<file path="config.mk">
export PLATFORM = sky130hd
export DESIGN_NAME = mul_iter
export DESIGN_NICKNAME = d
export VERILOG_FILES = /design/src/rtl/mul_iter.sv
export SDC_FILE = /design/constraint.sdc
export NUM_CORES = 1
export LEC_CHECK = 0
export ABC_AREA = 1
export CAP_MARGIN = 0
export CORE_UTILIZATION = 35
export DETAILED_ROUTE_END_ITERATION = 10
export DONT_BUFFER_PORTS = 1
export PLACE_DENSITY = 0.47
export SYNTH_ARGS = -nofsm -noshare
export SYNTH_HDL_FRONTEND = slang
export SYNTH_SLANG_ARGS = --single-unit
</file>
<file path="constraint.sdc">
create_clock -name clk -period 11.68 [get_ports clk]
set_input_delay 2.336 -clock clk [delete_from_list [all_inputs] [get_ports clk]]
set_output_delay 2.336 -clock clk [all_outputs]
set_load 0.005 [all_outputs]
</file>
<file path="src/rtl/mul_iter.sv">
// -----------------------------------------------------------------------------
// mul_iter : iterative radix-4 multiplier for the execute stage.
//
// Shares the issue/writeback handshake of the iterative divider. Handles
// mul.w (low 32 bits), mulh.w (signed high) and mulh.wu (unsigned high).
// Operands are converted to magnitudes, multiplied two bits per cycle into a
// 64-bit accumulator, and the sign is re-applied in the DONE cycle.
//
// Ports:
//   clk               clock
//   rstn              asynchronous active-low reset
//   mul_en_in         request valid, sampled only in IDLE
//   mul_op            0 = low product half, 1 = high product half
//   mul_sign          1 = operands are signed two's complement
//   mul_sr0           multiplicand
//   mul_sr1           multiplier
//   mul_addr_in       destination register
//   mul_flush         synchronous abort of the in-flight operation
//   mul_en_out        one-cycle result-valid pulse
//   stall_because_mul high while an accepted operation is unfinished
//   mul_result        selected product half (held until next completion)
//   mul_addr_out      destination of mul_result
//
// Optional feature macro: MUL_EARLY_EXIT_EN
//   When defined, BUSY jumps to DONE as soon as the remaining multiplier
//   bits are all zero. Results are identical; only latency changes.
// -----------------------------------------------------------------------------
module mul_iter #(
    parameter int ADDR_W = 5
) (
    input  logic              clk,
    input  logic              rstn,
    input  logic              mul_en_in,
    input  logic              mul_op,
    input  logic              mul_sign,
    input  logic [31:0]       mul_sr0,
    input  logic [31:0]       mul_sr1,
    input  logic [ADDR_W-1:0] mul_addr_in,
    input  logic              mul_flush,
    output logic              mul_en_out,
    output logic              stall_because_mul,
    output logic [31:0]       mul_result,
    output logic [ADDR_W-1:0] mul_addr_out
);

    localparam logic [1:0] IDLE = 2'd0;
    localparam logic [1:0] BUSY = 2'd1;
    localparam logic [1:0] DONE = 2'd2;

    logic [1:0]        state;
    logic [63:0]       acc;
    logic [63:0]       mcand;
    logic [31:0]       mplier;
    logic [4:0]        cnt;
    logic              neg;
    logic              op_q;
    logic [ADDR_W-1:0] addr_q;

    logic [31:0]       sr0_mag;
    logic [31:0]       sr1_mag;
    logic [63:0]       addend;
    logic [63:0]       product;
    logic              early_exit;

    // Magnitudes: 0x80000000 negates to itself, which read as unsigned is 2^31.
    assign sr0_mag = (mul_sign && mul_sr0[31]) ? (~mul_sr0 + 32'd1) : mul_sr0;
    assign sr1_mag = (mul_sign && mul_sr1[31]) ? (~mul_sr1 + 32'd1) : mul_sr1;

    // Radix-4 partial product for the current two multiplier bits.
    always_comb begin
        addend = 64'd0;
        case (mplier[1:0])
            2'd0:    addend = 64'd0;
            2'd1:    addend = mcand;
            2'd2:    addend = mcand << 1;
            default: addend = mcand + (mcand << 1);
        endcase
    end

    assign product = neg ? (~acc + 64'd1) : acc;

`ifdef MUL_EARLY_EXIT_EN
    assign early_exit = (mplier == 32'd0);
`else
    assign early_exit = 1'b0;
`endif

    // Flush takes priority over every state and drops any same-cycle request.
    always_ff @(posedge clk or negedge rstn) begin
        if (!rstn) begin
            state             <= IDLE;
            acc               <= 64'd0;
            mcand             <= 64'd0;
            mplier            <= 32'd0;
            cnt               <= 5'd0;
            neg               <= 1'b0;
            op_q              <= 1'b0;
            addr_q            <= '0;
            mul_en_out        <= 1'b0;
            stall_because_mul <= 1'b0;
            mul_result        <= 32'd0;
            mul_addr_out      <= '0;
        end else if (mul_flush) begin
            state             <= IDLE;
            mul_en_out        <= 1'b0;
            stall_because_mul <= 1'b0;
        end else begin
            case (state)
                IDLE: begin
                    mul_en_out <= 1'b0;
                    if (mul_en_in) begin
                        acc               <= 64'd0;
                        mcand             <= {32'd0, sr0_mag};
                        mplier            <= sr1_mag;
                        cnt               <= 5'd16;
                        neg               <= mul_sign & (mul_sr0[31] ^ mul_sr1[31]);
                        op_q              <= mul_op;
                        addr_q            <= mul_addr_in;
                        stall_because_mul <= 1'b1;
                        state             <= BUSY;
                    end
                end
                BUSY: begin
                    mul_en_out <= 1'b0;
                    if (early_exit) begin
                        state <= DONE;
                    end else begin
                        acc    <= acc + addend;
                        mcand  <= mcand << 2;
                        mplier <= mplier >> 2;
                        cnt    <= cnt - 5'd1;
                        if (cnt == 5'd1) begin
                            state <= DONE;
                        end
                    end
                end
                DONE: begin
                    mul_result        <= op_q ? product[63:32] : product[31:0];
                    mul_addr_out      <= addr_q;
                    mul_en_out        <= 1'b1;
                    stall_because_mul <= 1'b0;
                    state             <= IDLE;
                end
                default: begin
                    state             <= IDLE;
                    mul_en_out        <= 1'b0;
                    stall_because_mul <= 1'b0;
                end
            endcase
        end
    end

endmodule

</file>
After elaboration in Yosys (flattened, before gate mapping). Cells that the tools add are included.

Mux-type cells: 22. Add/subtract/negate cells: 6. Bitwise gates (word level): 6. Reductions and logical operators: 10. Equality and inequality tests: 9.

Operator list (number): 64-bit one-hot mux with 2 select lines (2); 64-bit two-way mux (3); 64-bit one-hot mux with 3 select lines (1); 64-bit adder (2); 32-bit two-way mux (4); 32-bit by 1-bit adder with 32-bit output (second input constant) (2); 64-bit by 1-bit adder with 64-bit output (second input constant) (1); 32-bit inverter (2); 64-bit inverter (1); 32-bit one-hot mux with 2 select lines (1); 5-bit one-hot mux with 2 select lines (1); 2-bit two-way mux (3); 3-bit inequality test (second input constant) (2); 2-bit AND reduction (3); 3-bit AND reduction (2); 5-bit by 1-bit == test with 1-bit output (second input constant) (1); 5-bit two-way mux (1); 5-bit by 1-bit subtractor with 5-bit output (second input constant) (1); 2-bit by 1-bit == test with 1-bit output (second input constant) (2); 2-bit == test (second input constant) (2); 2-bit logical NOT (2); 1-bit two-way mux (4); 2-bit inequality test (second input constant) (2); 2-bit one-hot mux with 2 select lines (1); 6 further kinds (7).

Bits of input ports: 75. Output and inout port bits: 39. Register bits: 213. Logic and storage cells: 65.

Logic depth before layout (Yosys ltp).
Depth after elaboration: 5. Gate-level depth with buffers: 31.

Worst setup path after synthesis. No wires, ideal clock.

Kind: input to register. Start: input port mul_sr0[0]. End: register mcand[28]. Library setup time: 0.130 ns. Arrival: 3.666 ns. Required time: 11.550 ns. Stages on the path: 13. Setup slack: 7.884 ns. Cells stage by stage: inv_1 > ha_1 > nand2_1 > inv_1 > nand4_1 > nor3_1 > nand4_1 > o21ai_0 > nand2_1 > nor2_1 > o21ai_0 > nand2_1 > o21ai_0.

Longest elaborated chain between the ends: 5.

Ends and longest elaborated chain: start, declared (RTL line 36) `input logic [31:0] mul_sr0,`; 32-bit inverter (RTL line 66) `assign sr0_mag = (mul_sign && mul_sr0[31]) ? (~mul_sr0 + 32'd1) : mul_sr0;`; 32-bit by 1-bit adder with 32-bit output (RTL line 66); 32-bit two-way mux (RTL line 66); 64-bit two-way mux (RTL line 111) `if (mul_en_in) begin`; 64-bit one-hot mux with 2 select lines (RTL line 108) `case (state)`; end signal, assigned (RTL line 113) `mcand <= {32'd0, sr0_mag};`; end signal, assigned (RTL line 129) `mcand <= mcand << 2;`; end, declared (RTL line 52) `logic [63:0] mcand;`.

Every way passes these cells. The select of a mux whose other input is x is not followed. A chain may end at the register's enable or synchronous reset.

Final worst setup path.
Start: register mcand[9]. End: register acc[57].

Longest elaborated chain between the ends: 4.

Ends and longest elaborated chain: 64-bit adder (RTL line 76) `default: addend = mcand + (mcand << 1);`; 64-bit one-hot mux with 3 select lines (*) (RTL line 72) `case (mplier[1:0])`; 64-bit adder (*) (RTL line 128) `acc <= acc + addend;`; 64-bit one-hot mux with 2 select lines (*) (RTL line 108); end signal, assigned (RTL line 128); end, declared (RTL line 51) `logic [63:0] acc;`.

Every way passes the cells marked *; elsewhere a longest branch is shown, timed or not.

==> out/qor.csv <==
stage,metric,value,unit
outcome,status,"complete, no violations",
global_routing,first-pass GRT wire length,137,mm
yosys,Yosys top cell area share,0.242,
finish,layout cells sized above 1,0.0354,
place,# placed instances,4307,
power_and_ir_drop,Peak supply drop,0.116,mV
floorplan,height of the die,253,um
yosys,"count leader, synth",nand2_1,
timing,total negative slack,0,ps
place,hpwl dp,73.6,mm
floorplan,Top Ports,114,
timing,Final Hold Viols,0,
detailed_routing,initial DRC count,2046,
yosys,"Top FF cell, synth",dfrtp_1,
clock_network,post_cts resized,0,
clock_network,CTS tree,built,
critical_path,CP Capture Type,flop,
timing,Final Max Slew Viols,0,
yosys,Yosys cell types,59,
detailed_routing,first drt pass iteration count,8,
yosys,Area contributors post-synth,"dfrtp_1, nand2_1, inv_1",
power_and_ir_drop,total power draw,4.64,mW
timing,min cycle time layout,5480,ps
yosys,yosys warns,0,
clock_network,setup bufs post-CTS,0,
timing,clk_skew,21.7,ps
yosys,"top cells by count, synth","nand2_1, inv_1, nor2_1",
global_routing,vias in the first global route,22700,
yosys,"area leader, netlist",dfrtp_1,
timing,RSZ-0062 raised after global routing,no,
detailed_routing,routed len/inst,21.0,um
finish,Fillers,6873,
finish,Non-Filler Instances,4365,
flow_run,Max Cap Violations,0,
clock_network,root buf cell,clkbuf_16,
clock_network,"Reg clk slew, reported paths",60,ps
yosys,post-synthesis register bit count,213,
critical_path,crit-path max FO,5,
power_and_ir_drop,PD cells,193,nW/um^2
yosys,register area share after synthesis,0.242,
clock_network,CTS sink cnt,213,
clock_network,cts hold-fix bufs,0,
floorplan,die area,63900,um^2
timing,worst slew pin tran,982,ps
timing,Final period util,0.469,
power_and_ir_drop,Pleak,11.2,nW
detailed_routing,Vias/cell,5.47,
timing,max frequency,0.182,GHz
place,port bufs,0,
global_routing,total track usage,0.281,
hold_path,path category of the worst min-delay check,reg -> reg,
place,Placer Congestion,0.982,
global_routing,largest net degree at the start of global routing,214,
finish,post-route design area,24000,um^2
critical_path,WP data required,12130,ps
finish,Total Nets Final,3718,
floorplan,row cnt,91,
clock_network,largest buffer count on any clock path,3,
detailed_routing,Post-DRT Antenna Nets,0,
clock_network,H-tree lvl count,1,
timing,Slew headroom,0.345,
yosys,Syn Area/Cell,6.19,um^2
global_routing,grt ovf,0,
critical_path,critical path arrival,5930,ps
floorplan,core footprint,61900,um^2
yosys,Cells after Synth,3553,
floorplan,Die Width,253,um
finish,Layout area overhead,9.02,%
timing,final count of negative-setup-slack endpoints,0,
yosys,synthesized net count,3768,
clock_network,worst skew pair latency,610,ps
global_routing,antenna violations before repair,1,
finish,ANT cells,0,
detailed_routing,Routed WL,91.6,mm
detailed_routing,Post-route DRC,0,
clock_network,CTS Buf Count,31,
floorplan,Initial Util,0.355,
critical_path,CP startpoint kind,flop,
critical_path,WS Path Type,reg -> reg,
yosys,number of synthesized flops with an enable pin,0,
yosys,Post-Syn Area,22000,um^2
detailed_routing,vias,23900,
yosys,Async SR Flop Fraction,1.00,
place,Placed Area,22800,um^2
==> path summary, 6_finish.rpt <==
check | end | slack, ps | depth (start not counted) | start
setup / recovery | acc[57]$_DFFE_PN0P_ | 6200 | 24 | mcand[9]$_DFFE_PN0P_
hold / removal | mplier[21]$_DFFE_PN0P_ | 470 | 2 | mplier[21]$_DFFE_PN0P_
setup reg to reg | acc[57]$_DFFE_PN0P_ | 6200 | 24 | mcand[9]$_DFFE_PN0P_
hold reg to reg | mplier[21]$_DFFE_PN0P_ | 470 | 2 | mplier[21]$_DFFE_PN0P_
max in group asynchronous | mplier[12]$_DFFE_PN0P_ | 9780 | 0 | rstn
min in group asynchronous | mcand[63]$_DFFE_PN0P_ | 1430 | 0 | rstn
==> per-layer routing <==
layer	GRT usage	routed length, um	up-vias
met5	0	0	-
met4	0.100	3530	0
met3	0.0264	4870	134
met2	0.435	39600	739
met1	0.404	43500	11200
li1	-	-	11800
==> sequential cells by signal, indices dropped and copies added (netlist names) <==
signal             cells
acc                   64
mcand                 64
mplier                32
mul_result            32
addr_q                 5
cnt                    5
mul_addr_out           5
state                  2
mul_en_out             1
neg                    1
op_q                   1
stall_because_mul      1
==> area by class of cell <==
class / count / area [um^2] / share of cell area
Multi-Input combinational cell: 2704 / 14300 / 0.595
Sequential cell: 213 / 5330 / 0.222
Inverter: 533 / 2000 / 0.0835
Tap cell: 837 / 1050 / 0.0437
Clock buffer: 39 / 856 / 0.0357
Clock inverter: 19 / 317 / 0.0132
Timing Repair Buffer: 20 / 150 / 0.00626
==> placed cells by master, fill, tap and decap left out, types with 92 or more instances in the layout <==
master / instances
a21oi_1: 308
dfrtp_1: 212
ha_1: 138
inv_1: 524
nand2_1: 756
nand3_1: 184
nor2_1: 432
o21ai_0: 350
o22ai_1: 92
==> worst max-delay path, cell delays in order, from the launching register on <==
cell      delay [ps]
dfrtp_1          450
ha_1             410
nand2_1          120
nor2_1           270
nand2_1           80
o21ai_1          450
a21oi_1          220
o21ai_1          330
nand2_1          140
nand3_1           90
nand3_1           70
o21ai_0          140
inv_1            120
ha_1             440
nand2_1          130
nor2_1           100
inv_1            120
nor4_1           560
nand3_1          140
nand3_1          310
nand2_1          100
o21bai_1         320
nand2_1           90
nand2_1           70
o22ai_1           70
==> stage by stage <==
step | utilization | worst slack [ps] | hold slack [ps]
final | 0.387 | 6200 | 472
after global routing | 0.387 | 5810 | 510
after CTS | 0.387 | 6270 | 476
after detailed placement | 0.368 | 6300 | 460
after global placement | 0.368 | 6240 | 459
after floorplan | - | 7880 | 444
==> logic make-up after synthesis <==
| group | after synthesis | share of synthesized area |
|---|---|---|
| xor+xnor | 53 | 0.0211 |
| compound gates | 996 | 0.258 |
| buf+inv | 636 | 0.109 |
| simple gates | 1515 | 0.289 |
| fa+ha+maj | 140 | 0.0803 |
| flops | 213 | 0.242 |
==> power breakdown <==
group	leakage, nW	internal [mW]	switching (mW)	total [mW]
registers	2.78	0.911	0.285	1.20
logic	7.90	0.708	1.65	2.35
clock network	0.570	0.694	0.395	1.09
No activity file was read; power rests on OpenSTA's default activity.
